===== src/rtl/tm_argmax_sequencer.sv =====
// Time-multiplexed argmax for the Tsetlin Machine back end.
// Snapshots the signed class sums on a rising edge of its_business_time, scans
// them through one shared signed comparator (one class per cycle) and offers
// the winning index as a single-beat AXI-Stream transfer.
//
// Ports:
//   clk, rst            clock, asynchronous active-high reset
//   c_sum               per-class signed sums (sampled only on the trigger edge)
//   its_business_time   level from the class-sum stage; rising edge = trigger
//   busy                high while scanning or holding a result
//   overrun             sticky: a trigger edge arrived while busy and was dropped
//   m00_axis_*          result stream: tdata = winning index (zero-extended)
//   max_value           winning class sum, valid while tvalid
module tm_argmax_sequencer #(
  parameter int unsigned CLASS_NUM              = 10,
  parameter int unsigned WEIGHT_LENGTH          = 14,
  parameter int unsigned C_M00_AXIS_TDATA_WIDTH = 64
) (
  input  logic                                  clk,
  input  logic                                  rst,
  input  logic signed [WEIGHT_LENGTH-1:0]       c_sum [CLASS_NUM],
  input  logic                                  its_business_time,
  output logic                                  busy,
  output logic                                  overrun,
  output logic                                  m00_axis_tvalid,
  input  logic                                  m00_axis_tready,
  output logic [C_M00_AXIS_TDATA_WIDTH-1:0]     m00_axis_tdata,
  output logic                                  m00_axis_tlast,
  output logic signed [WEIGHT_LENGTH-1:0]       max_value
);

  localparam int unsigned INDEX_LENGTH = (CLASS_NUM > 1) ? $clog2(CLASS_NUM) : 1;
  localparam logic [INDEX_LENGTH-1:0] LAST_IDX = INDEX_LENGTH'(CLASS_NUM - 1);

  localparam logic [1:0] S_IDLE = 2'd0;
  localparam logic [1:0] S_SCAN = 2'd1;
  localparam logic [1:0] S_DONE = 2'd2;

  logic [1:0]                        state_q, state_d;
  logic signed [WEIGHT_LENGTH-1:0]   snap_q [CLASS_NUM];
  logic signed [WEIGHT_LENGTH-1:0]   snap_d [CLASS_NUM];
  logic signed [WEIGHT_LENGTH-1:0]   best_val_q, best_val_d;
  logic [INDEX_LENGTH-1:0]           best_idx_q, best_idx_d;
  logic [INDEX_LENGTH-1:0]           idx_q, idx_d;
  logic                              its_q, its_d;
  logic                              busy_q, busy_d;
  logic                              overrun_q, overrun_d;
  logic                              tvalid_q, tvalid_d;
  logic [C_M00_AXIS_TDATA_WIDTH-1:0] tdata_q, tdata_d;
  logic signed [WEIGHT_LENGTH-1:0]   max_value_q, max_value_d;

  logic                              trig;
  logic signed [WEIGHT_LENGTH-1:0]   cur_val;

  // Snapshot entry under the scan pointer; a mux loop keeps the select
  // well-formed when CLASS_NUM is not a power of two (or is 1).
  always_comb begin
    cur_val = snap_q[0];
    for (int i = 0; i < CLASS_NUM; i++) begin
      if (idx_q == INDEX_LENGTH'(i)) cur_val = snap_q[i];
    end
  end

  // Next-state and output logic.
  always_comb begin
    state_d     = state_q;
    snap_d      = snap_q;
    best_val_d  = best_val_q;
    best_idx_d  = best_idx_q;
    idx_d       = idx_q;
    its_d       = its_business_time;
    overrun_d   = overrun_q;
    tvalid_d    = tvalid_q;
    tdata_d     = tdata_q;
    max_value_d = max_value_q;

    trig = its_business_time & ~its_q;

    // Any trigger outside IDLE (including the DONE handshake cycle) is dropped.
    if (trig && (state_q != S_IDLE)) overrun_d = 1'b1;

    case (state_q)
      S_IDLE: begin
        if (trig) begin
          snap_d     = c_sum;
          best_val_d = c_sum[0];
          best_idx_d = '0;
          idx_d      = INDEX_LENGTH'(1);
          state_d    = (CLASS_NUM == 1) ? S_DONE : S_SCAN;
        end
      end
      S_SCAN: begin
        // Strictly greater: ties keep the lower index.
        if (cur_val > best_val_q) begin
          best_val_d = cur_val;
          best_idx_d = idx_q;
        end
        if (idx_q == LAST_IDX) state_d = S_DONE;
        else                   idx_d   = idx_q + INDEX_LENGTH'(1);
      end
      S_DONE: begin
        if (tvalid_q && m00_axis_tready) begin
          state_d  = S_IDLE;
          tvalid_d = 1'b0;
        end else begin
          tvalid_d    = 1'b1;
          tdata_d     = C_M00_AXIS_TDATA_WIDTH'(best_idx_q);
          max_value_d = best_val_q;
        end
      end
      default: state_d = S_IDLE;
    endcase

    busy_d = (state_d != S_IDLE);
  end

  // State registers.
  always_ff @(posedge clk or posedge rst) begin
    if (rst) begin
      state_q     <= S_IDLE;
      for (int i = 0; i < CLASS_NUM; i++) snap_q[i] <= '0;
      best_val_q  <= '0;
      best_idx_q  <= '0;
      idx_q       <= '0;
      its_q       <= 1'b0;
      busy_q      <= 1'b0;
      overrun_q   <= 1'b0;
      tvalid_q    <= 1'b0;
      tdata_q     <= '0;
      max_value_q <= '0;
    end else begin
      state_q     <= state_d;
      snap_q      <= snap_d;
      best_val_q  <= best_val_d;
      best_idx_q  <= best_idx_d;
      idx_q       <= idx_d;
      its_q       <= its_d;
      busy_q      <= busy_d;
      overrun_q   <= overrun_d;
      tvalid_q    <= tvalid_d;
      tdata_q     <= tdata_d;
      max_value_q <= max_value_d;
    end
  end

  assign busy            = busy_q;
  assign overrun         = overrun_q;
  assign m00_axis_tvalid = tvalid_q;
  assign m00_axis_tlast  = tvalid_q;
  assign m00_axis_tdata  = tdata_q;
  assign max_value       = max_value_q;

endmodule


===== config.mk =====
export PLATFORM = sky130hd
export DESIGN_NAME = tm_argmax_sequencer
export DESIGN_NICKNAME = d
export VERILOG_FILES = /design/src/rtl/tm_argmax_sequencer.sv
export SDC_FILE = /design/constraint.sdc
export NUM_CORES = 1
export LEC_CHECK = 0
export CAP_MARGIN = 20
export CORE_MARGIN = 1
export CORE_UTILIZATION = 40
export CTS_CLUSTER_DIAMETER = 200
export DETAILED_ROUTE_END_ITERATION = 7
export HOLD_SLACK_MARGIN = 0.06
export PLACE_DENSITY = 0.7
export SYNTH_ARGS = -nofsm -noshare
export SYNTH_HDL_FRONTEND = slang
export SYNTH_SLANG_ARGS = --single-unit

===== constraint.sdc =====
create_clock -name clk -period 17.43 [get_ports clk]
set_input_delay 1.743 -clock clk [delete_from_list [all_inputs] [get_ports clk]]
set_output_delay 1.743 -clock clk [all_outputs]
set_load 0.005 [all_outputs]

# Word level (Yosys, flattened, before mapping)
# Cells that the tools add are included.
# W data, S select, Z words.
totals:
  ff_bits: 186
  input_bits: 144
  out_inout_bits: 82
  word_cells: 72
op_classes:
  addsub: 1
  magnitude_cmp: 1
  n_eq_ne: 14
  n_mux: 23
  bitwise_logic: 3
  reduce_logical: 10
ops:
  columns: ["cell", "count"]
  rows:
  - ["$mux W14", 11]
  - ["$pmux W14 S2", 1]
  - ["$eq A4 B3 Y1 const B", 4]
  - ["$mux W4", 4]
  - ["$pmux W4 S2", 2]
  - ["$gt A14 B14 Y1", 1]
  - ["$eq A4 B2 Y1 const B", 2]
  - ["$eq A4 B4 Y1 const B", 2]
  - ["$mux W2", 3]
  - ["$ne A2 B2 Y1 const B", 3]
  - ["$pmux W2 S3", 1]
  - ["$reduce_and A3 Y1", 2]
  - ["$reduce_bool A2 Y1", 3]
  - ["$add A4 B1 Y4 const B", 1]
  - ["$eq A4 B1 Y1 const B", 1]
  - ["$reduce_and A2 Y1", 2]
  - ["$eq A2 B1 Y1 const B", 1]
  - ["$eq A2 B2 Y1 const B", 1]
  - ["$logic_and A1 B1 Y1", 2]
  - ["$logic_not A2 Y1", 1]
  - ["$not A1 Y1", 2]
  - ["$and A1 B1 Y1", 1]
  - ["$mux W1", 1]

# Longest topological paths before layout
# Gate-level depths: netlist of run 1.
depth:
  depth_word: 13
  mapped_depth: 19
  ltp_nobuf: 15

# Worst setup path after synthesis of run 1
# Ideal clock, no wire load.
synth_timing:
  kind: "reg2reg"
  from: "register idx_q[0]"
  to: "register best_val_q[0]"
  setup_time_ps: 131
  arrival_ps: 3543
  required_time_ps: 17299
  slack_ps: 13756
  path_stages_with_launch: 19
  period_less_slack_ps: 3674
  path_cell_list: "dfrtp_1 > inv_1 > ha_1 > buf_2 > clkbuf_1 > o21ba_2 > nor2_1 > a2111o_1 > o211ai_1 > nand2_1 > o21ai_1 > ha_1 > a211oi_1 > nand2_1 > o21a_1 > o31a_1 > buf_2 > buf_4 > mux2i_1"
synth_between:
  elab_chain_cells: 13
  word_cells_on_any_way: 23
  classes_between: "1 x order compare; 10 x eq/ne; 11 x mux; 1 x reduce/logical"
synth_lines:
  columns: ["element", "line_no", "text"]
  rows:
  - ["from (decl)", "44", "logic [INDEX_LENGTH-1:0] idx_q, idx_d;"]
  - ["from (signal assigned)", "136", "idx_q <= idx_d;"]
  - ["$eq A4 B1 Y1", "60", "if (idx_q == INDEX_LENGTH'(i)) cur_val = snap_q[i];"]
  - ["$mux W14 (8 in series)", "60", null]
  - ["$mux W14 (*)", "60", null]
  - ["$gt A14 B14 Y1", "94", "if (cur_val > best_val_q) begin"]
  - ["$ne A2 B2 Y1 (no line)", null, null]
  - ["$reduce_and A3 Y1 (no line)", null, null]
  - ["to (signal assigned)", "134", "best_val_q <= best_val_d;"]
  - ["to (decl)", "42", "logic signed [WEIGHT_LENGTH-1:0] best_val_q, best_val_d;"]
# Mark *: on every way between the ends. The rest lies on a longest branch, timed or not. The select of a mux whose other input is x is not followed.
# A chain may end at the register's enable or synchronous reset.

# Worst setup path in the final report of run 1
layout_timing:
  from: "register idx_q[3]"
  to: "register best_idx_q[3]"
layout_between:
  elab_chain_cells: 13
  word_cells_on_any_way: 23
  classes_between: "1 x order compare; 10 x eq/ne; 11 x mux; 1 x reduce/logical"
layout_lines:
  columns: ["element", "line_no", "text"]
  rows:
  - ["$eq A4 B1 Y1", "60", null]
  - ["$mux W14 (9 in series)", "60", null]
  - ["$gt A14 B14 Y1", "94", null]
  - ["$ne A2 B2 Y1 (no line)", null, null]
  - ["$reduce_and A3 Y1 (no line)", null, null]
  - ["to (signal assigned)", "135", "best_idx_q <= best_idx_d;"]
  - ["to (decl)", "43", "logic [INDEX_LENGTH-1:0] best_idx_q, best_idx_d;"]
# Several ways; a longest one is shown, not always the timed one. The select of a mux whose other input is x is not followed.

==> summary.txt, run 1 <==
Overall Global Routing Usage - 21.5%
Synth warnings - 0
Worst-Margin Slew - 1.10 ns
Adder-Cell Fraction of Synth Area - 2.34%
Compound-cell area share of the yosys netlist - 12.6%
Peak Freq - 204 MHz
Slowest cell on the critical path - o31a_1
CTS buffer count - 17
Clock root buffer - clkbuf_16
Syn Area/Cell - 8.24 µm²
Synth cell types - 52
R2R depth - 12
Reg2reg start - idx_q[3]$_DFFE_PP0P_
Crit path to - best_idx_q[3]$_DFFE_PP0P_
Commonest non-fill, non-tap cell in the layout - nand2_1
Clock Sink Count - 186
WL met2 - 11,500 µm
Initial antenna violation count - 1
Hold Buf Count CTS - 0
# port buffers - 165
CP endpoint kind - flip-flop
Clock transition at path regs - 0.07 ns
CTS Buffer Depth - 2
Post-route setup TNS - 0 ns
Total chip power - 2260 µW
# rows - 56
Main combinational cell family by area after synthesis - simple AND/OR/NAND/NOR gates
Die area - 0.0247 mm²
Die width - 157 µm
Mapped Area - 0.00963 mm²
DRT Pass-1 Iters - 7
CP dominant cell by count - a211oi_1
Final number of max-transition violations - 0
Vias - 8,019
Tmin final - 4.90 ns
Final setup vio count - 0
Worst R2R Setup Slack - 12.53 ns
Clock Skew - 0.0137 ns
Core area - 0.0235 mm²
Diodes inserted - 0
Leakage power - 0.00575 µW
Share of cells above drive strength 1 - 4.68%
Reg2reg end - best_idx_q[3]$_DFFE_PP0P_
Vias in the first global route - 7,593
Synth async-reset ratio - 100%
Hold/Removal Path Class - reg2reg
Top FF cell, synth - dfrtp_1
DRC - 0
Cell Pwr Density - 191 mW/mm²
First-pass GRT wire length - 40,300 µm
Status - complete, no violations
CTS tree - yes
Fin crit share - 28.1%
I/O Pins - 226
Max-cap viol count - 0
Mux share of post-synthesis cell area - 2.13%
Via-per-instance ratio - 4.94
Slew HR - 27.0%
Worst Setup Start Kind - flip-flop
Post-Synth Simple-Gate Area - 25.5%
Depth of the CTS H-tree - 4
Bufs and invs on worst path - 0
Syn-to-layout area delta - 23.0%
EDFF count, synth - 0
Routed Antenna Nets - 0
Final Hold Vio Count - 0
Gr ovfl total - 0
Max incr delay on CP - 0.85 ns
RSZ-0062 raised after global routing - false
Worst Setup SP - idx_q[3]$_DFFE_PP0P_
WS Path Type - reg2reg
Crit path cell chain - nor2b_1 > nand3b_1 > o22ai_1 > nor2_1 > nand2_1 > o21ai_1 > ha_1 > a211oi_1 > a211oi_1 > o21a_1 > o31a_1 > mux2_2
CP Depth - 12
WL/cell - 15.9 µm
Clock Latency Late Sink - 0.44 ns
Post-cts resize count - 0
Cells after Synth - 1,168
Met1 WL - 12,100 µm
Initial core utilization - 40.9%
Routed met3 length - 1500 µm
Iter 0 DRT Violations - 731
XOR/XNOR Fraction of Synth Area - 0.182%
HPWL Detailed - 18,900 µm
Final Wtd Congestion - 0.954
Worst Path Arrival - 5.21 ns
Die H - 157 µm
Final wirelength - 25,800 µm
Most frequent cells in the layout - nand2_1 (474), dfrtp_1 (186), clkdlybuf4s50_1 (165)
Critical Path RT - 17.75 ns
Worst VDD drop - 0.0871 mV
Largest net degree at the start of global routing - 106
Nets - 1,453
Seq/Total Area, Yosys - 48.3%
Critical path's top delay family - compound AO/OA/AOI/OAI gates
# Post-CTS Setup Buffers - 0
Seq cells post-synth - 186
Crit path max fanout - 33
Top layer used by detailed routing - met5
cell usage after synthesis, types with 3 or more instances:
master	count	share of area (%)
dfrtp_1	186	48
o211ai_1	7	0.55
o21ai_0	50	2.6
nor2_1	59	2.3
nor3_1	16	0.83
nand2b_1	10	0.65
nand2_1	474	18
clkbuf_1	46	1.8
mux2i_1	16	1.7
nand3b_1	4	0.31
a22oi_1	6	0.47
buf_4	63	4.9
buf_2	16	0.83
mux2_2	4	0.47
o221ai_1	3	0.27
nor2b_1	5	0.32
ha_1	18	2.3
o22a_1	6	0.55
a211oi_1	8	0.62
a2111o_1	7	0.82
a2111oi_2	3	0.47
or4_1	7	0.55
o21ai_1	7	0.36
nor3b_1	7	0.55
nor2_2	3	0.19
a21oi_1	40	2.1
o31a_1	7	0.64
or2_2	3	0.19
nand3_1	7	0.36
o22ai_1	14	0.91
inv_1	32	1.2
a2111oi_4	3	0.86
o31ai_1	7	0.55
per-layer routing:
| metal | track usage (%) | vias up |
|---|---|---|
| met4 | 8.55 | 2 |
| met3 | 3.85 | 42 |
| met5 | 0 | - |
| met2 | 32.4 | 259 |
| met1 | 30.6 | 3768 |
| li1 | - | 3948 |
power by group:
part	internal (µW)	switching, µW	total, µW
Clock	214	177	391
Sequential	650	147	797
Combinational	461	609	1070
stage by stage:
stage / instances / utilization, % / hold WS [ns] / worst slack [ns] / instance area (µm²)
global placement: 1590 / 47.7 / 0.453 / 12.68 / 11200
CTS: 1622 / 50.2 / 0.472 / 12.55 / 11800
finish: 1623 / 50.3 / 0.468 / 12.53 / 11800
global route: 1623 / 50.3 / 0.490 / 12.09 / 11800
detailed placement: 1590 / 47.7 / 0.455 / 12.56 / 11200
floorplan: 1227 / - / 0.437 / 10.63 / 9850
registers in the layout (all words and copies together), names as in the netlist:
signal          cells
m00_axis_tdata      4
busy                1
its_q               1
idx_q               4
max_value          14
m00_axis_tlast      1
best_idx_q          4
best_val_q         14
snap_q            140
state_q             2
overrun             1
cell families after synthesis:
| group | after synthesis |
|---|---|
| fa+ha+maj | 18 |
| mux | 20 |
| simple gates | 604 |
| other cells | 1 |
| xor+xnor | 2 |
| flops | 186 |
| compound gates | 178 |
| buf+inv | 159 |
how the worst min path moves through the flow:
stage | depth (start not counted) | to | from
after global routing | 2 | snap_q[103]$_DFFE_PP0P_ | snap_q[103]$_DFFE_PP0P_
final | 2 | snap_q[103]$_DFFE_PP0P_ | snap_q[103]$_DFFE_PP0P_
after floorplan | 2 | snap_q[100]$_DFFE_PP0P_ | snap_q[100]$_DFFE_PP0P_
after CTS | 2 | snap_q[103]$_DFFE_PP0P_ | snap_q[103]$_DFFE_PP0P_
after detailed placement | 2 | snap_q[103]$_DFFE_PP0P_ | snap_q[103]$_DFFE_PP0P_
after global placement | 2 | snap_q[100]$_DFFE_PP0P_ | snap_q[100]$_DFFE_PP0P_
layout make-up:
class	count	area (µm²)
Multi-Input combinational cell	882	4350
Timing Repair Buffer	172	1720
Sequential cell	186	4650
Tap cell	319	399
Fill cell	2263	11700
Clock buffer	20	467
Clock inverter	12	129
Inverter	32	125
worst register-to-register path, stage by stage (launching register included):
cell	delay, ns
dfrtp_1	0.72
nor2b_1	0.57
nand3b_1	0.57
o22ai_1	0.51
nor2_1	0.10
nand2_1	0.08
o21ai_1	0.06
ha_1	0.36
a211oi_1	0.10
a211oi_1	0.28
o21a_1	0.16
o31a_1	0.85
mux2_2	0.43
No activity file was read; power rests on OpenSTA's default activity.
==> inputs of run 2 (changes only) <==
clock period = 4.8 ns   (was 17.43 ns; I/O delays follow)
==> summary.txt, run 2 (synthesized netlist as in run 1, its figures left out) <==
Share of cells above drive strength 1 - 5.26% (was 4.68%)
Crit path to - best_val_q[11]$_DFFE_PP0P_ (was best_idx_q[3]$_DFFE_PP0P_)
# Post-CTS Setup Buffers - 0 (unchanged)
Post-route setup TNS - 0 ns (unchanged)
Cell Pwr Density - 695 mW/mm² (was 191 mW/mm²)
Vias in the first global route - 7,665 (was 7,593)
# rows - 56 (unchanged)
Depth of the CTS H-tree - 4 (unchanged)
Tmin final - 4.49 ns (was 4.90 ns)
Overall Global Routing Usage - 22.0% (was 21.5%)
Peak Freq - 223 MHz (was 204 MHz)
Worst Setup SP - idx_q[0]$_DFFE_PP0P_ (was idx_q[3]$_DFFE_PP0P_)
Vias - 8,073 (was 8,019)
Slew HR - 38.9% (was 27.0%)
Final number of max-transition violations - 0 (unchanged)
Crit path max fanout - 20 (was 33)
Clock transition at path regs - 0.08 ns (was 0.07 ns)
Status - complete, no violations (unchanged)
Clock Sink Count - 186 (unchanged)
DRT Pass-1 Iters - 5 (was 7)
WL/cell - 16.1 µm (was 15.9 µm)
Core area - 0.0235 mm² (unchanged)
Die width - 157 µm (unchanged)
Iter 0 DRT Violations - 551 (was 731)
Reg2reg end - best_val_q[11]$_DFFE_PP0P_ (was best_idx_q[3]$_DFFE_PP0P_)
Via-per-instance ratio - 4.95 (was 4.94)
Commonest non-fill, non-tap cell in the layout - nand2_1 (unchanged)
Gr ovfl total - 0 (unchanged)
Core Util, Final - 50.6% (was 50.3%)
Worst Path Arrival - 4.84 ns (was 5.21 ns)
Final Wtd Congestion - 0.940 (was 0.954)
Max-cap viol count - 0 (unchanged)
Biggest register - snap_q (unchanged)
I/O Pins - 226 (unchanged)
CP endpoint kind - flip-flop (unchanged)
Largest register FFs - 140 (unchanged)
Pre-CTS setup slack - 0.399 ns (was 12.56 ns)
Nets - 1,461 (was 1,453)
Placement Cell Area - 0.0113 mm² (was 0.0112 mm²)
CTS buffer count - 17 (unchanged)
Die area - 0.0247 mm² (unchanged)
Worst Setup Start Kind - flip-flop (unchanged)
Die H - 157 µm (unchanged)
CTS tree - yes (unchanged)
RSZ-0062 raised after global routing - false (unchanged)
Final Hold Vio Count - 0 (unchanged)
Min Hold Slack - 0.443 ns (was 0.468 ns)
Fin crit share - 93.5% (was 28.1%)
Reg2reg start - idx_q[0]$_DFFE_PP0P_ (was idx_q[3]$_DFFE_PP0P_)
R2R depth - 14 (was 12)
Routed Antenna Nets - 0 (unchanged)
HPWL Detailed - 19,300 µm (was 18,900 µm)
Largest net degree at the start of global routing - 152 (was 106)
Syn-to-layout area delta - 23.7% (was 23.0%)
Final setup vio count - 0 (unchanged)
Clock Skew - 0.0115 ns (was 0.0137 ns)
Hold Buf Count CTS - 0 (unchanged)
Final wirelength - 26,200 µm (was 25,800 µm)
Clock Latency Late Sink - 0.44 ns (about the same)
Leakage power - 0.00578 µW (was 0.00575 µW)
Initial antenna violation count - 0 (was 1)
Hold/Removal Path Class - in2async (was reg2reg)
DRC - 0 (unchanged)
WS Path Type - reg2reg (unchanged)
Critical Path RT - 5.15 ns (was 17.75 ns)
Most frequent cells in the layout - nand2_1 (474), dfrtp_1 (186), clkdlybuf4s50_1 (165) (unchanged)
CTS Buffer Depth - 2 (unchanged)
Worst setup margin - 0.313 ns (was 12.53 ns)
Fin area - 0.0119 mm² (was 0.0118 mm²)
Diodes inserted - 0 (unchanged)
Initial core utilization - 40.9% (unchanged)
Clock root buffer - clkbuf_16 (unchanged)
Worst R2R Setup Slack - 0.31 ns (was 12.53 ns)
First-pass GRT wire length - 41,300 µm (was 40,300 µm)
Worst VDD drop - 0.302 mV (was 0.0871 mV)
Post-cts resize count - 0 (unchanged)
Worst-Margin Slew - 0.916 ns (was 1.10 ns)
# port buffers - 165 (unchanged)
## run 2: cell count changes in the layout (fill, tap and decap cells not counted)
cell        delta
buf_4          +7
bufinv_16      +1
inv_8          -2
clkbuf_8       -2
inv_6          +1
clkinv_2       +1
buf_12         +2
buf_16         -1
clkinv_4       -1
clkinvlp_4     +2
## run 2: worst min path at each step
stage / from / to / slack (ns) / depth (start not counted)
after CTS: rst / m00_axis_tdata[0]$_DFFE_PP0P_ / 0.45 / 2
after floorplan: snap_q[100]$_DFFE_PP0P_ / snap_q[100]$_DFFE_PP0P_ / 0.44 / 2
final: rst / m00_axis_tdata[0]$_DFFE_PP0P_ / 0.44 / 2
after detailed placement: snap_q[102]$_DFFE_PP0P_ / snap_q[102]$_DFFE_PP0P_ / 0.45 / 2
after global routing: snap_q[102]$_DFFE_PP0P_ / snap_q[102]$_DFFE_PP0P_ / 0.48 / 2
after global placement: snap_q[27]$_DFFE_PP0P_ / snap_q[27]$_DFFE_PP0P_ / 0.46 / 2
## run 2: where the power goes
group	internal, µW	switching, µW	leakage [µW]
clock	794	654	0.000290
sequential	2360	529	0.00228
combinational	1700	2240	0.00321
total	4860	3420	0.00578
## run 2: per-layer routing
metal	global-route usage (%)	up-vias	part of all wire [%]
met3	3.08	45	5.9
met5	0	-	0
met2	33.7	305	45
li1	-	3948	-
met1	31.3	3775	46
met4	9.29	0	3.0
## run 2: through the flow
step / instances / total power (µW)
floorplan: 1227 / 5630
global placement: 1599 / 6710
detailed placement: 1599 / 6790
CTS: 1631 / 8270
global route: 1631 / 8920
finish: 1631 / 8280
## run 2: cell type report
type | instances | area (µm²)
tap | 319 | 399
sequential | 186 | 4650
timing repair buffer | 180 | 1790
fill | 2288 | 11600
clock buffer | 18 | 439
inverter | 32 | 124
multi-input combinational | 882 | 4350
clock inverter | 14 | 158
## run 2: worst max-delay path: stages (launching register included)
cell,delay [ns]
dfrtp_1,0.42
inv_1,0.10
ha_1,0.44
or4b_4,0.69
o22ai_1,0.17
nor3_1,0.08
a2111oi_2,0.51
o31ai_1,0.16
ha_1,0.32
nand4_1,0.14
o22ai_1,0.16
o21a_1,0.14
o31a_1,0.54
buf_4,0.31
mux2i_1,0.22
